**config.mk**
```make
export PLATFORM = sky130hd
export DESIGN_NAME = pipeline_stall_ctrl_flat
export DESIGN_NICKNAME = d
export VERILOG_FILES = /design/src/rtl/pipeline_stall_ctrl_pkg.sv /design/src/rtl/pipeline_stall_ctrl_if.sv /design/src/rtl/pipeline_stall_ctrl_sat_counter.sv /design/src/rtl/pipeline_stall_ctrl.sv /design/src/flat_wrapper.sv
export SDC_FILE = /design/constraint.sdc
export NUM_CORES = 1
export LEC_CHECK = 0
export CELL_PAD_IN_SITES_DETAIL_PLACEMENT = 1
export CELL_PAD_IN_SITES_GLOBAL_PLACEMENT = 2
export CORE_ASPECT_RATIO = 2
export CORE_MARGIN = 4
export CORE_UTILIZATION = 31
export CTS_CLUSTER_DIAMETER = 100
export DETAILED_ROUTE_END_ITERATION = 12
export HOLD_SLACK_MARGIN = 0.1
export PLACE_DENSITY_LB_ADDON = 0.1
export SLEW_MARGIN = 20
export SYNTH_ARGS = -nofsm -noshare
export SYNTH_HDL_FRONTEND = slang
export SYNTH_SLANG_ARGS = --single-unit
```
**constraint.sdc**
```tcl
create_clock -name clk -period 2.35 [get_ports clk]
set_input_delay 0.47 -clock clk [delete_from_list [all_inputs] [get_ports clk]]
set_output_delay 0.47 -clock clk [all_outputs]
set_load 0.01 [all_outputs]
```
**src/rtl/pipeline_stall_ctrl_pkg.sv**
```systemverilog
// Shared pipeline definitions: the stall FSM state, ID/EXE control word layout,
// and stage-control bundles that the stall sequencer resolves between.
package pipeline_stall_ctrl_pkg;

  typedef enum logic [1:0] {
    RUN      = 2'd0,
    MEM_WAIT = 2'd1,
    HALT     = 2'd2
  } stall_state_e;

  localparam int DEF_MEM_TIMEOUT = 255;

  // ID/EXE control word. A bubble loads NOP_CTRL so nothing is written back
  // and memory is never touched by the squashed slot.
  typedef struct packed {
    logic       wb_en;
    logic       mem_r;
    logic       mem_w;
    logic [3:0] exe_cmd;
    logic       br_en;
    logic       imm_en;
  } id_exe_ctrl_t;

  localparam int           CTRL_W   = $bits(id_exe_ctrl_t);
  localparam id_exe_ctrl_t NOP_CTRL = '0;

  // Per-cycle stage controls driven into the pipeline registers.
  typedef struct packed {
    logic freeze_pc;
    logic freeze_if_id;
    logic bubble_id_exe;
    logic flush_if_id;
    logic freeze_back;
  } stage_ctrl_t;

  // Memory wait / halt: the whole pipe holds still.
  localparam stage_ctrl_t CTRL_IDLE   = '0;
  localparam stage_ctrl_t CTRL_FREEZE = '{freeze_pc: 1'b1, freeze_if_id: 1'b1,
                                          bubble_id_exe: 1'b0, flush_if_id: 1'b0,
                                          freeze_back: 1'b1};
  // Taken branch: squash both wrong-path instructions, fetch the target.
  localparam stage_ctrl_t CTRL_FLUSH  = '{freeze_pc: 1'b0, freeze_if_id: 1'b0,
                                          bubble_id_exe: 1'b1, flush_if_id: 1'b1,
                                          freeze_back: 1'b0};
  // RAW hazard: hold the front end, insert one bubble into EXE.
  localparam stage_ctrl_t CTRL_STALL  = '{freeze_pc: 1'b1, freeze_if_id: 1'b1,
                                          bubble_id_exe: 1'b1, flush_if_id: 1'b0,
                                          freeze_back: 1'b0};

endpackage

```
**src/rtl/pipeline_stall_ctrl_if.sv**
```systemverilog
// Stall-source inputs and stage-control outputs between the pipeline datapath
// (master) and the stall sequencer (slave).
interface pipeline_stall_ctrl_if;
  logic hazard_detected;
  logic branch_taken;
  logic mem_req;
  logic mem_ready;
  logic freeze_pc;
  logic freeze_if_id;
  logic bubble_id_exe;
  logic flush_if_id;
  logic freeze_back;

  modport master (
    output hazard_detected, branch_taken, mem_req, mem_ready,
    input  freeze_pc, freeze_if_id, bubble_id_exe, flush_if_id, freeze_back
  );

  modport slave (
    input  hazard_detected, branch_taken, mem_req, mem_ready,
    output freeze_pc, freeze_if_id, bubble_id_exe, flush_if_id, freeze_back
  );
endinterface

```
**src/rtl/pipeline_stall_ctrl_sat_counter.sv**
```systemverilog
// Saturating up-counter with synchronous clear; clear beats increment.
module sat_counter #(
  parameter int W = 16
) (
  input  logic         clk,
  input  logic         rst_n,
  input  logic         inc,
  input  logic         clr,
  output logic [W-1:0] cnt
);

  localparam logic [W-1:0] MAX = {W{1'b1}};

  // Count up to all-ones and stick there until cleared.
  always_ff @(posedge clk or negedge rst_n) begin
    if (!rst_n)                   cnt <= '0;
    else if (clr)                 cnt <= '0;
    else if (inc && cnt != MAX)   cnt <= cnt + 1'b1;
  end

endmodule

```
**src/rtl/pipeline_stall_ctrl.sv**
```systemverilog
// Freeze/flush sequencer for the 5-stage pipe. Resolves memory wait, branch
// flush and hazard stall (in that priority) into stage controls, tracks long
// memory waits with a timeout FSM, and keeps stall/flush perf counters.
module pipeline_stall_ctrl
  import pipeline_stall_ctrl_pkg::*;
#(
  parameter int MEM_TIMEOUT = DEF_MEM_TIMEOUT,
  parameter int TO_W        = 8,
  parameter int CNT_W       = 16
) (
  input  logic                  clk,
  input  logic                  rst_n,
  input  logic                  clr_cnt,
  pipeline_stall_ctrl_if.slave  sif,
  output logic                  mem_timeout,
  output logic [1:0]            state_o,
  output logic [CNT_W-1:0]      stall_cnt,
  output logic [CNT_W-1:0]      flush_cnt
);

  localparam logic [TO_W-1:0] TO_LIMIT = TO_W'(MEM_TIMEOUT);
  localparam logic [TO_W-1:0] TO_FIRST = TO_W'(1);

  stall_state_e    state_q, state_d;
  logic [TO_W-1:0] to_cnt_q, to_cnt_d;
  logic            mwait;
  logic            flush;
  logic            hazard;
  stage_ctrl_t     ctrl;

  // State, timeout counter and sticky fatal flag.
  always_ff @(posedge clk or negedge rst_n) begin
    if (!rst_n) begin
      state_q     <= RUN;
      to_cnt_q    <= '0;
      mem_timeout <= 1'b0;
    end else begin
      state_q  <= state_d;
      to_cnt_q <= to_cnt_d;
      if (state_d == HALT) mem_timeout <= 1'b1;
    end
  end

  // Next state and timeout counting. The entry cycle (still in RUN) counts as
  // the first wait cycle, so MEM_WAIT is occupied for at most MEM_TIMEOUT cycles.
  always_comb begin
    state_d  = state_q;
    to_cnt_d = to_cnt_q;
    mwait    = 1'b0;
    case (state_q)
      RUN: begin
        mwait = sif.mem_req & ~sif.mem_ready;
        if (mwait) begin
          state_d  = MEM_WAIT;
          to_cnt_d = TO_FIRST;
        end
      end
      MEM_WAIT: begin
        // The request is already latched in MEM; only ready matters here.
        mwait = ~sif.mem_ready;
        if (!mwait)                    state_d  = RUN;
        else if (to_cnt_q == TO_LIMIT) state_d  = HALT;
        else                           to_cnt_d = to_cnt_q + 1'b1;
      end
      HALT:    state_d = HALT;
      default: state_d = RUN;
    endcase
  end

  // Priority decode of the stage controls; HALT overrides every input.
  always_comb begin
    flush  = 1'b0;
    hazard = 1'b0;
    ctrl   = CTRL_IDLE;
    if (state_q == RUN || state_q == MEM_WAIT) begin
      // A hazard under a taken branch belongs to a squashed instruction.
      flush  = ~mwait & sif.branch_taken;
      hazard = ~mwait & ~sif.branch_taken & sif.hazard_detected;
    end
    if (state_q == HALT || mwait) ctrl = CTRL_FREEZE;
    else if (flush)               ctrl = CTRL_FLUSH;
    else if (hazard)              ctrl = CTRL_STALL;
  end

  assign sif.freeze_pc     = ctrl.freeze_pc;
  assign sif.freeze_if_id  = ctrl.freeze_if_id;
  assign sif.bubble_id_exe = ctrl.bubble_id_exe;
  assign sif.flush_if_id   = ctrl.flush_if_id;
  assign sif.freeze_back   = ctrl.freeze_back;
  assign state_o           = state_q;

  sat_counter #(.W(CNT_W)) u_stall_cnt (
    .clk   (clk),
    .rst_n (rst_n),
    .inc   (ctrl.freeze_pc),
    .clr   (clr_cnt),
    .cnt   (stall_cnt)
  );

  sat_counter #(.W(CNT_W)) u_flush_cnt (
    .clk   (clk),
    .rst_n (rst_n),
    .inc   (flush),
    .clr   (clr_cnt),
    .cnt   (flush_cnt)
  );

endmodule

```
**src/flat_wrapper.sv**
```systemverilog
// flat-port wrapper written by rule: the top's interface ports become plain ports
module pipeline_stall_ctrl_flat import pipeline_stall_ctrl_pkg::*;
#(
  parameter int MEM_TIMEOUT = DEF_MEM_TIMEOUT,
  parameter int TO_W        = 8,
  parameter int CNT_W       = 16
)
  (clk, rst_n, clr_cnt, mem_timeout, state_o, stall_cnt, flush_cnt, sif_hazard_detected, sif_branch_taken, sif_mem_req, sif_mem_ready, sif_freeze_pc, sif_freeze_if_id, sif_bubble_id_exe, sif_flush_if_id, sif_freeze_back);
  pipeline_stall_ctrl_if sif_i ();
  input  logic clk;
  input  logic rst_n;
  input  logic clr_cnt;
  output logic mem_timeout;
  output logic [1:0] state_o;
  output logic [CNT_W-1:0] stall_cnt;
  output logic [CNT_W-1:0] flush_cnt;
  input wire logic [$bits(sif_i.hazard_detected)-1:0] sif_hazard_detected;
  input wire logic [$bits(sif_i.branch_taken)-1:0] sif_branch_taken;
  input wire logic [$bits(sif_i.mem_req)-1:0] sif_mem_req;
  input wire logic [$bits(sif_i.mem_ready)-1:0] sif_mem_ready;
  output wire logic [$bits(sif_i.freeze_pc)-1:0] sif_freeze_pc;
  output wire logic [$bits(sif_i.freeze_if_id)-1:0] sif_freeze_if_id;
  output wire logic [$bits(sif_i.bubble_id_exe)-1:0] sif_bubble_id_exe;
  output wire logic [$bits(sif_i.flush_if_id)-1:0] sif_flush_if_id;
  output wire logic [$bits(sif_i.freeze_back)-1:0] sif_freeze_back;
  assign sif_i.hazard_detected = sif_hazard_detected;
  assign sif_i.branch_taken = sif_branch_taken;
  assign sif_i.mem_req = sif_mem_req;
  assign sif_i.mem_ready = sif_mem_ready;
  assign sif_freeze_pc = sif_i.freeze_pc;
  assign sif_freeze_if_id = sif_i.freeze_if_id;
  assign sif_bubble_id_exe = sif_i.bubble_id_exe;
  assign sif_flush_if_id = sif_i.flush_if_id;
  assign sif_freeze_back = sif_i.freeze_back;
  pipeline_stall_ctrl #(.MEM_TIMEOUT(MEM_TIMEOUT), .TO_W(TO_W), .CNT_W(CNT_W)) u_core (.clk(clk), .rst_n(rst_n), .clr_cnt(clr_cnt), .sif(sif_i), .mem_timeout(mem_timeout), .state_o(state_o), .stall_cnt(stall_cnt), .flush_cnt(flush_cnt));
endmodule
```
==> results of run 1 <==
-- worst reg2reg max path, delay by kind of cell, from the launching register on --
| kind | cells | cell delay (ns) |
|---|---|---|
| and+or+nand+nor | 3 | 0.63 |
| DFF | 1 | 0.47 |
| AOI/OAI and AO/OA | 1 | 0.29 |
| buffers and inverters | 1 | 0.18 |
| muxes | 1 | 0.18 |
-- sequential cells by signal, summed over array words and instances (netlist names) --
register,count
u_core.u_stall_cnt.cnt,16
u_core.state_o,2
u_core.to_cnt_q,8
u_core.u_flush_cnt.cnt,16
u_core.mem_timeout,1
-- layer usage --
metal | track usage (%) | up-vias | part of all wire, %
met4 | 6.214 | 0 | 1.7
met5 | 0 | - | 0
met1 | 15.81 | 1048 | 38
li1 | - | 994 | -
met3 | 2.833 | 7 | 2.9
met2 | 30.74 | 34 | 58
-- how the worst max path moves through the flow --
stage | from | to | slack [ns]
after floorplan | u_core.state_o[0] | sif_freeze_pc | 0.61
after global placement | sif_mem_ready | sif_flush_if_id | -0.18
after detailed placement | sif_mem_ready | sif_flush_if_id | -0.18
after CTS | sif_mem_ready | sif_freeze_if_id | 0.11
after global routing | sif_mem_ready | sif_freeze_if_id | 0.09
final | sif_mem_ready | sif_freeze_if_id | 0.13
-- stage by stage --
step / instances / setup TNS [ns] / power [mW] / setup slack, ns
5_1_grt: 398 / 0 / 1.869 / 0.09050
4_1_cts: 398 / 0 / 1.809 / 0.1145
3_3_place_gp: 389 / -0.5763 / 1.049 / -0.1755
3_5_place_dp: 389 / -0.6130 / 1.054 / -0.1794
2_1_floorplan: 241 / 0 / 0.9357 / 0.6088
6_report: 398 / 0 / 1.776 / 0.1279
-- power groups by stage --
stage,Sequential [mW],Clock [mW],Combinational (mW)
floorplan,0.827,0,0.109
global placement,0.826,0,0.222
detailed placement,0.829,0,0.225
CTS,0.815,0.769,0.225
global route,0.822,0.801,0.246
finish,0.815,0.743,0.218
-- Yosys cell counts, drive strengths merged, types with 2 or more instances --
cell	count	area, um^2
ha	3	37.54
nand2b	3	18.77
a21oi	9	45.04
clkbuf	5	18.77
a311oi	2	17.52
a41oi	3	26.28
nor3	5	25.02
nand2	11	41.29
nand4	13	96.34
xnor2	7	61.31
dfrtp	43	1076
nor2b	3	18.77
and2	2	12.51
nor2	34	127.6
and3	7	43.79
or4	2	15.01
or2	4	25.03
o2111ai	2	17.52
o211ai	2	15.01
inv	5	18.77
a211oi	2	20.02
nand3	14	70.07
buf	4	28.78
nor3b	2	15.01
xor2	19	166.4
and4	5	43.79
o21ai	10	53.80
or3	5	31.28
nor4	3	31.28
nand3b	2	15.01
-- cells by family (layout without fill, tap and decap cells) --
| family | Yosys count | after routing | share of synthesized area (%) |
|---|---|---|---|
| and+or+nand+nor | 118 | 118 | 28.54 |
| muxes | 1 | 1 | 0.4308 |
| buffers and inverters | 14 | 79 | 2.854 |
| adders and majority gates | 3 | 3 | 1.616 |
| DFF | 43 | 43 | 46.31 |
| xor gates and xnor gates | 26 | 26 | 9.801 |
| AOI/OAI and AO/OA | 36 | 36 | 10.45 |
-- final cells by class --
class / count / area share, %
Multi-Input combinational cell: 184 / 37.63
Sequential cell: 43 / 34.14
Timing Repair Buffer: 66 / 19.02
Clock buffer: 8 / 4.962
Tap cell: 92 / 3.652
Inverter: 5 / 0.5955
-- repair_timing --
| action | 4_1_cts | 5_1_grt |
|---|---|---|
| hold endpoints to repair | 0 | 0 |
| resized for setup | 8 | 0 |
| endpoints found under the setup margin | 5 | 0 |
| buffers inserted | 1 | 0 |
==> metrics.yaml, run 1 <==
grt_pass1_wl_mm: 11.12
grt_pass1_vias: 2224
num-fill-cells: 859
cts_hold_buf: 0
slew_headroom_pct: 61.16
path_buf_inv: 2
netlist_area_mm2: 0.002323
required_ns: 1.88
rr_startpoint: "u_core.u_stall_cnt.cnt[12]"
rrSetupSlack_ns: 0.47
fmax_ghz: 0.4500
vias: 2083
wl_per_cell_um: 16.28
critPathLaunchType: "primary input"
cpPeakStageDelay_ns: 0.47
status: "complete, no violations"
holdCritPathClass: "primary input to async pin"
maxCapViolCount: 0
seqCellArea_mm2: 0.001076
ff2ff_path_depth: 6
numCtsBuffers: 5
yosysSeqAreaShare_pct: 46.31
cellPowerDensity_mw_per_mm2: 563.6
io_pins: 47
grt_max_degree: 44
finClkSkew_ns: 0.004192
tightest_slew_ns: 0.5826
dpl-instance-area_mm2: 0.002989
finalCritPeriodShare_pct: 94.56
drt-initial-drc-count: 57
grt_usage_pct: 15.55
p_seq_share_pct: 45.9
postSynthCellCount: 241
synth.ff_latch_count: 43
min_period_ns: 2.222
hpwl_mm: 4.797
layout_commonest_cell: "dfrtp_1"
gp_congestion: 0.7529
p_sw_uw: 443.0
ys_warn_count: 0
switching_share_pct: 24.94
drive_gt1_share_pct: 13.40
ir_drop_uv: 442.2
overflow: 0
hold_viol_final: 0
wirelength_mm: 6.480
cp.arrival_ns: 1.75
layout_common_cells: "43 x dfrtp_1, 40 x clkdlybuf4s50_1, 33 x nor2_1"
worstSetupEndpointType: "output port"
rows: 44
synth.avg_cell_area_um2: 9.641
final_core_util_pct: 43.37
hold_slack_ns: 0.2600
final_cell_area_mm2: 0.003152
cp.depth: 4
crit_slowest_cell: "clkdlybuf4s50_1"
diodes: 0
port_buffers: 46
areaGrowthSynthToFinish_pct: 35.65
syn_nets: 251
start_util_pct: 31.97
combPwrFrac_pct: 12.3
cp_cell_sequence: "clkdlybuf4s50_1, o21ba_2, o31a_1, dlygate4sd2_1"
cts_num_sinks: 43
antenna_found_initial: 0
setup_viol: 0
synth-main-ff-cell: "dfrtp_1"
crit_type: "primary input to output port"
r2r-end: "u_core.u_stall_cnt.cnt[1]"
core_area_mm2: 0.007267
fin_nets: 315
cts_buffer_depth: 2
route.detailed.drc: 0
firstDrtPassIters: 4
rsz0062_at_grt: "false"
cts_root_buf: "clkbuf_16"
clk_latency_ns: 0.29
clockPowerShare_pct: 41.8
vias_per_cell: 5.234
clk_pin_slew_worst_paths_ns: 0.06
die_area_mm2: 0.009028
die_h_um: 130.4
async_reset_ff_share_pct: 100.0
die_w_um: 69.22
crit_fanout: 4
cpLargestDelayFamily: "buffers and inverters"
synth_cell_type_count: 47
multi_input_area_mm2: 0.001186
maxSlewViolCount: 0
tritoncts: "yes"
h-tree-depth: 2
cellLeakagePower_nw: 1.290
p_int_mw: 1.333
synth_edf_count: 0
ant_nets: 0
Note: power is estimated with default switching activity, not from simulation.
==> inputs of run 2 (changes only) <==
--- a/config.mk
+++ b/config.mk
@@ -8,7 +8,6 @@
 export CELL_PAD_IN_SITES_DETAIL_PLACEMENT = 1
 export CELL_PAD_IN_SITES_GLOBAL_PLACEMENT = 2
 export CORE_ASPECT_RATIO = 2
-export CORE_MARGIN = 4
 export CORE_UTILIZATION = 31
 export CTS_CLUSTER_DIAMETER = 100
 export DETAILED_ROUTE_END_ITERATION = 12
==> metrics.yaml, run 2 (synthesis results as in run 1) <==
holdCritPathClass: "primary input to async pin"
core_area_mm2: 0.007267  # unchanged
dp_cells: 393  # +1.0%
fin_cells: 401  # +0.75%
finClkSkew_ns: 0.002516  # -0.001676 ns
critPathLaunchType: "primary input"
hpwl_mm: 4.980  # +3.8%
die_h_um: 124.4  # -4.6%
grt_usage_pct: 18.32  # +2.8 points
gp_congestion: 0.7201  # -4.4%
rsz0062_at_grt: "false"
areaGrowthSynthToFinish_pct: 36.51
cp.arrival_ns: 1.80  # +0.05 ns
clk_pin_slew_worst_paths_ns: 0.06  # about the same
firstDrtPassIters: 3  # -1
fmax_ghz: 0.4410  # -2.0%
maxSlewViolCount: 0  # unchanged
drive_gt1_share_pct: 13.92  # +0.52 points
layout_commonest_cell: "dfrtp_1"
io_pins: 47  # unchanged
tritoncts: "yes"
status: "complete, no violations"
min_period_ns: 2.268  # +0.04543 ns
cts_resized: 7  # -1
drt-initial-drc-count: 62  # +8.8%
cts_buffer_depth: 2  # unchanged
wirelength_mm: 6.480  # unchanged
wl_per_cell_um: 16.16  # -0.75%
finalCritPeriodShare_pct: 96.49  # +1.9 points
crit_fanout: 4  # unchanged
vias: 2079  # -0.19%
hold_viol_final: 0  # unchanged
worstSetupEndpointType: "output port"
top_regs: "u_core.u_flush_cnt.cnt: 16 flops, u_core.u_stall_cnt.cnt: 16 flops, u_core.to_cnt_q: 8 flops"
grt_max_degree: 29  # -34%
post-cts-setup-buffers: 0  # -1
final_core_util_pct: 43.65  # +0.28 points
cts_hold_buf: 0  # unchanged
grt_pass1_wl_mm: 11.14  # +0.19%
cellPowerDensity_mw_per_mm2: 560.6  # -0.52%
slew_headroom_pct: 58.64  # -2.5 points
route.detailed.drc: 0  # unchanged
die_w_um: 63.22  # -8.7%
cts_root_buf: "clkbuf_16"
maxCapViolCount: 0  # unchanged
fin_nets: 318  # +0.95%
overflow: 0  # unchanged
diodes: 0  # unchanged
port_buffers: 46  # unchanged
tightest_slew_ns: 0.6203  # +0.03771 ns
rows: 44  # unchanged
ir_drop_uv: 415.6  # -6.0%
ant_nets: 0  # unchanged
vias_per_cell: 5.185  # -0.94%
layout_common_cells: "43 x dfrtp_1, 40 x clkdlybuf4s50_1, 34 x nor2_1"
cellLeakagePower_nw: 1.305  # +1.1%
num-fill-cells: 869  # +1.2%
h-tree-depth: 2  # unchanged
setup_viol: 0  # unchanged
die_area_mm2: 0.007866  # -13%
cts_num_sinks: 43  # unchanged
required_ns: 1.88  # about the same
grt_pass1_vias: 2276  # +2.3%
crit_type: "primary input to output port"
antenna_found_initial: 0  # unchanged
numCtsBuffers: 5  # unchanged
start_util_pct: 31.97  # unchanged
clk_latency_ns: 0.28  # about the same
## run 2: cell types whose count changed in the layout (fill, tap and decap cells not counted), sizes merged
cell | before | now
buf | 21 | 24
## run 2: layout make-up
type	instances	area, um^2	area share [%]
multi-input cells	184	1184	37.32
flip-flops and latches	43	1076	33.93
repair buffers	69	621.8	19.61
clock buffers	8	156.4	4.931
well taps	92	115.1	3.629
inverters	5	18.77	0.5917
## run 2: worst max-delay path: stages
cell and delay (ns):
clkdlybuf4s50_1 0.43, o21ba_2 0.24, o31a_1 0.34, dlygate4sd2_1 0.31
## run 2: worst paths after layout
check                                          start                   endpoint  slack, ns  cells after the start
max reg2reg                u_core.u_stall_cnt.cnt[7]  u_core.u_stall_cnt.cnt[1]       0.50                      6
max in group asynchronous                      rst_n         u_core.to_cnt_q[4]       1.56                      2
min                                            rst_n  u_core.u_stall_cnt.cnt[5]       0.20                      1
max                                      sif_mem_req              sif_freeze_pc       0.08                      4
min in group clk                  u_core.mem_timeout         u_core.mem_timeout       0.48                      1
min reg2reg                       u_core.mem_timeout         u_core.mem_timeout       0.48                      1
## run 2: per-layer routing
metal | vias up | routed length (um) | GRT usage [%]
li1 | 1004 | - | -
met1 | 1039 | 2343 | 18.34
met2 | 30 | 3917 | 36.31
met3 | 6 | 119 | 2.564
met4 | 0 | 100 | 6.818
met5 | - | 0 | 0
## run 2: stage by stage
step / setup TNS, ns / hold slack, ns / setup slack (ns) / power [mW] / area (um^2)
after floorplan: 0 / 0.1744 / 0.6088 / 0.9357 / 2323
after global placement: -0.4943 / 0.4653 / -0.1934 / 1.057 / 3019
after detailed placement: -0.6464 / 0.4698 / -0.2087 / 1.061 / 3019
after CTS: 0 / 0.2212 / 0.06658 / 1.812 / 3172
after global routing: 0 / 0.2375 / 0.03586 / 1.857 / 3172
final: 0 / 0.1974 / 0.08247 / 1.778 / 3172
## run 2: report_power, final
group	switching, mW	total (mW)	internal, mW
clock	0.288	0.741	0.453
combinational	0.118	0.224	0.106
sequential	0.0371	0.814	0.776
==> inputs of run 3 (changes only) <==
--- a/config.mk
+++ b/config.mk
@@ -13,7 +13,9 @@
 export DETAILED_ROUTE_END_ITERATION = 12
 export HOLD_SLACK_MARGIN = 0.1
 export PLACE_DENSITY_LB_ADDON = 0.1
+export SKIP_CTS_REPAIR_TIMING = 1
 export SLEW_MARGIN = 20
 export SYNTH_ARGS = -nofsm -noshare
 export SYNTH_HDL_FRONTEND = slang
 export SYNTH_SLANG_ARGS = --single-unit
+export TNS_END_PERCENT = 10
==> metrics.yaml, run 3 (synthesis results as in run 1) <==
layout_common_cells: "43 x dfrtp_1, 40 x clkdlybuf4s50_1, 34 x nor2_1"
seqCellArea_mm2: 0.001076  # unchanged
finClkSkew_ns: 0.002222  # -0.0002938 ns
io_pins: 47  # unchanged
crit_fanout: 3  # -1
rr_startpoint: "u_core.u_stall_cnt.cnt[7]"
fin_nets: 318  # unchanged
cts_root_buf: "clkbuf_16"
p_sw_uw: 441.2  # -0.37%
min_period_ns: 2.113  # -0.1542 ns
clockPowerShare_pct: 41.6  # about the same
overflow: 0  # unchanged
clk_pin_slew_worst_paths_ns: 0.06  # about the same
worstSetupEndpointType: "output port"
cp.arrival_ns: 1.64  # -0.16 ns
hpwl_mm: 4.980  # unchanged
die_h_um: 124.4  # unchanged
top_regs: "u_core.u_flush_cnt.cnt: 16 flops, u_core.u_stall_cnt.cnt: 16 flops, u_core.to_cnt_q: 8 flops"
drive_gt1_share_pct: 13.59  # -0.32 points
areaGrowthSynthToFinish_pct: 37.21
holdCritPathClass: "primary input to async pin"
diodes: 0  # unchanged
antenna_found_initial: 0  # unchanged
cellLeakagePower_nw: 1.346  # +3.2%
place_ws_ns: -0.2087  # unchanged
status: "complete, no violations"
tightest_slew_ns: 0.6217  # +0.001311 ns
combPwrFrac_pct: 12.7  # about the same
grt_pass1_vias: 2277  # +0.044%
maxCapViolCount: 0  # unchanged
num-fill-cells: 867  # -0.23%
rrSetupSlack_ns: 0.51  # about the same
switching_share_pct: 24.80  # -0.10 points
gp_congestion: 0.7201  # unchanged
finalSetupTns_ns: 0  # unchanged
ir_drop_uv: 413.1  # -0.61%
die_area_mm2: 0.007866  # unchanged
multi_input_area_mm2: 0.001181  # -0.21%
fin_ws_ns: 0.2367  # +0.1542 ns
hold_slack_ns: 0.1980  # +0.0006660 ns
cts_num_sinks: 43  # unchanged
wirelength_mm: 6.501  # +0.32%
setup_viol: 0  # unchanged
hold_viol_final: 0  # unchanged
cts_buffer_depth: 2  # unchanged
grt_max_degree: 29  # unchanged
finalCritPeriodShare_pct: 89.93  # -6.6 points
firstDrtPassIters: 4  # +1
drt-initial-drc-count: 70  # +13%
ant_nets: 0  # unchanged
cellPowerDensity_mw_per_mm2: 558.0  # -0.47%
wl_per_cell_um: 16.21  # +0.32%
p_int_mw: 1.338  # +0.17%
final_core_util_pct: 43.87  # +0.22 points
r2r-end: "u_core.u_stall_cnt.cnt[1]"
clk_latency_ns: 0.28  # about the same
grt_pass1_wl_mm: 11.16  # +0.13%
p_seq_share_pct: 45.7  # about the same
rows: 44  # unchanged
power.total_mw: 1.779  # about the same
core_area_mm2: 0.007267  # unchanged
final_cell_area_mm2: 0.003188  # +0.51%
dp_cells: 393  # unchanged
required_ns: 1.88  # about the same
ff2ff_path_depth: 6  # unchanged
vias_per_cell: 5.197  # +0.24%
route.detailed.drc: 0  # unchanged
layout_commonest_cell: "dfrtp_1"
grt_usage_pct: 18.34  # +0.019 points
rsz0062_at_grt: "false"
tritoncts: "yes"
fmax_ghz: 0.4732  # +7.3%
maxSlewViolCount: 0  # unchanged
dpl-instance-area_mm2: 0.003019  # unchanged
slew_headroom_pct: 58.56  # -0.087 points
die_w_um: 63.22  # unchanged
port_buffers: 46  # unchanged
critPathLaunchType: "primary input"
vias: 2084  # +0.24%
numCtsBuffers: 5  # unchanged
start_util_pct: 31.97  # unchanged
fin_cells: 401  # unchanged
crit_type: "primary input to output port"
h-tree-depth: 2  # unchanged
[run 3: cell types whose count changed in the layout (fill, tap and decap cells not counted), sizes merged]
cell,before,now
dlygate4sd2,5,0
dlymetal6s2s,0,5
[run 3: how the worst max path moves through the flow]
| stage | startpoint | cells after the start | end |
|---|---|---|---|
| after floorplan | u_core.state_o[0] | 4 | sif_freeze_pc |
| after global placement | sif_mem_req | 5 | sif_flush_if_id |
| after detailed placement | sif_mem_req | 5 | sif_flush_if_id |
| after CTS | sif_mem_req | 5 | sif_flush_if_id |
| after global routing | sif_mem_req | 5 | sif_flush_if_id |
| final | sif_branch_taken | 5 | sif_freeze_if_id |
[run 3: metal layers]
layer | GRT usage (%) | up-vias | wire length [um]
met1 | 18.40 | 1044 | 2368
met5 | 0 | - | 0
met2 | 36.31 | 31 | 3900
li1 | - | 1003 | -
met4 | 6.818 | 0 | 100
met3 | 2.564 | 6 | 131
[run 3: area by class of cell]
| class | instances | share of cell area (%) |
|---|---|---|
| Clock buffer | 8 | 4.906 |
| Inverter | 5 | 0.5887 |
| Multi-Input combinational cell | 184 | 37.05 |
| Sequential cell | 43 | 33.75 |
| Tap cell | 92 | 3.611 |
| Timing Repair Buffer | 69 | 20.09 |
[run 3: power groups by stage]
stage	clock network (mW)	logic, mW	registers [mW]
after floorplan	0	0.109	0.827
after global placement	0	0.229	0.827
after detailed placement	0	0.233	0.828
after CTS	0.768	0.235	0.814
after global routing	0.789	0.252	0.818
final	0.739	0.226	0.814
[run 3: worst max-delay path, cell delays in order]
cell and delay (ns):
clkdlybuf4s50_1 0.49, buf_4 0.12, nor2b_1 0.03, o31a_1 0.33, dlymetal6s2s_1 0.19
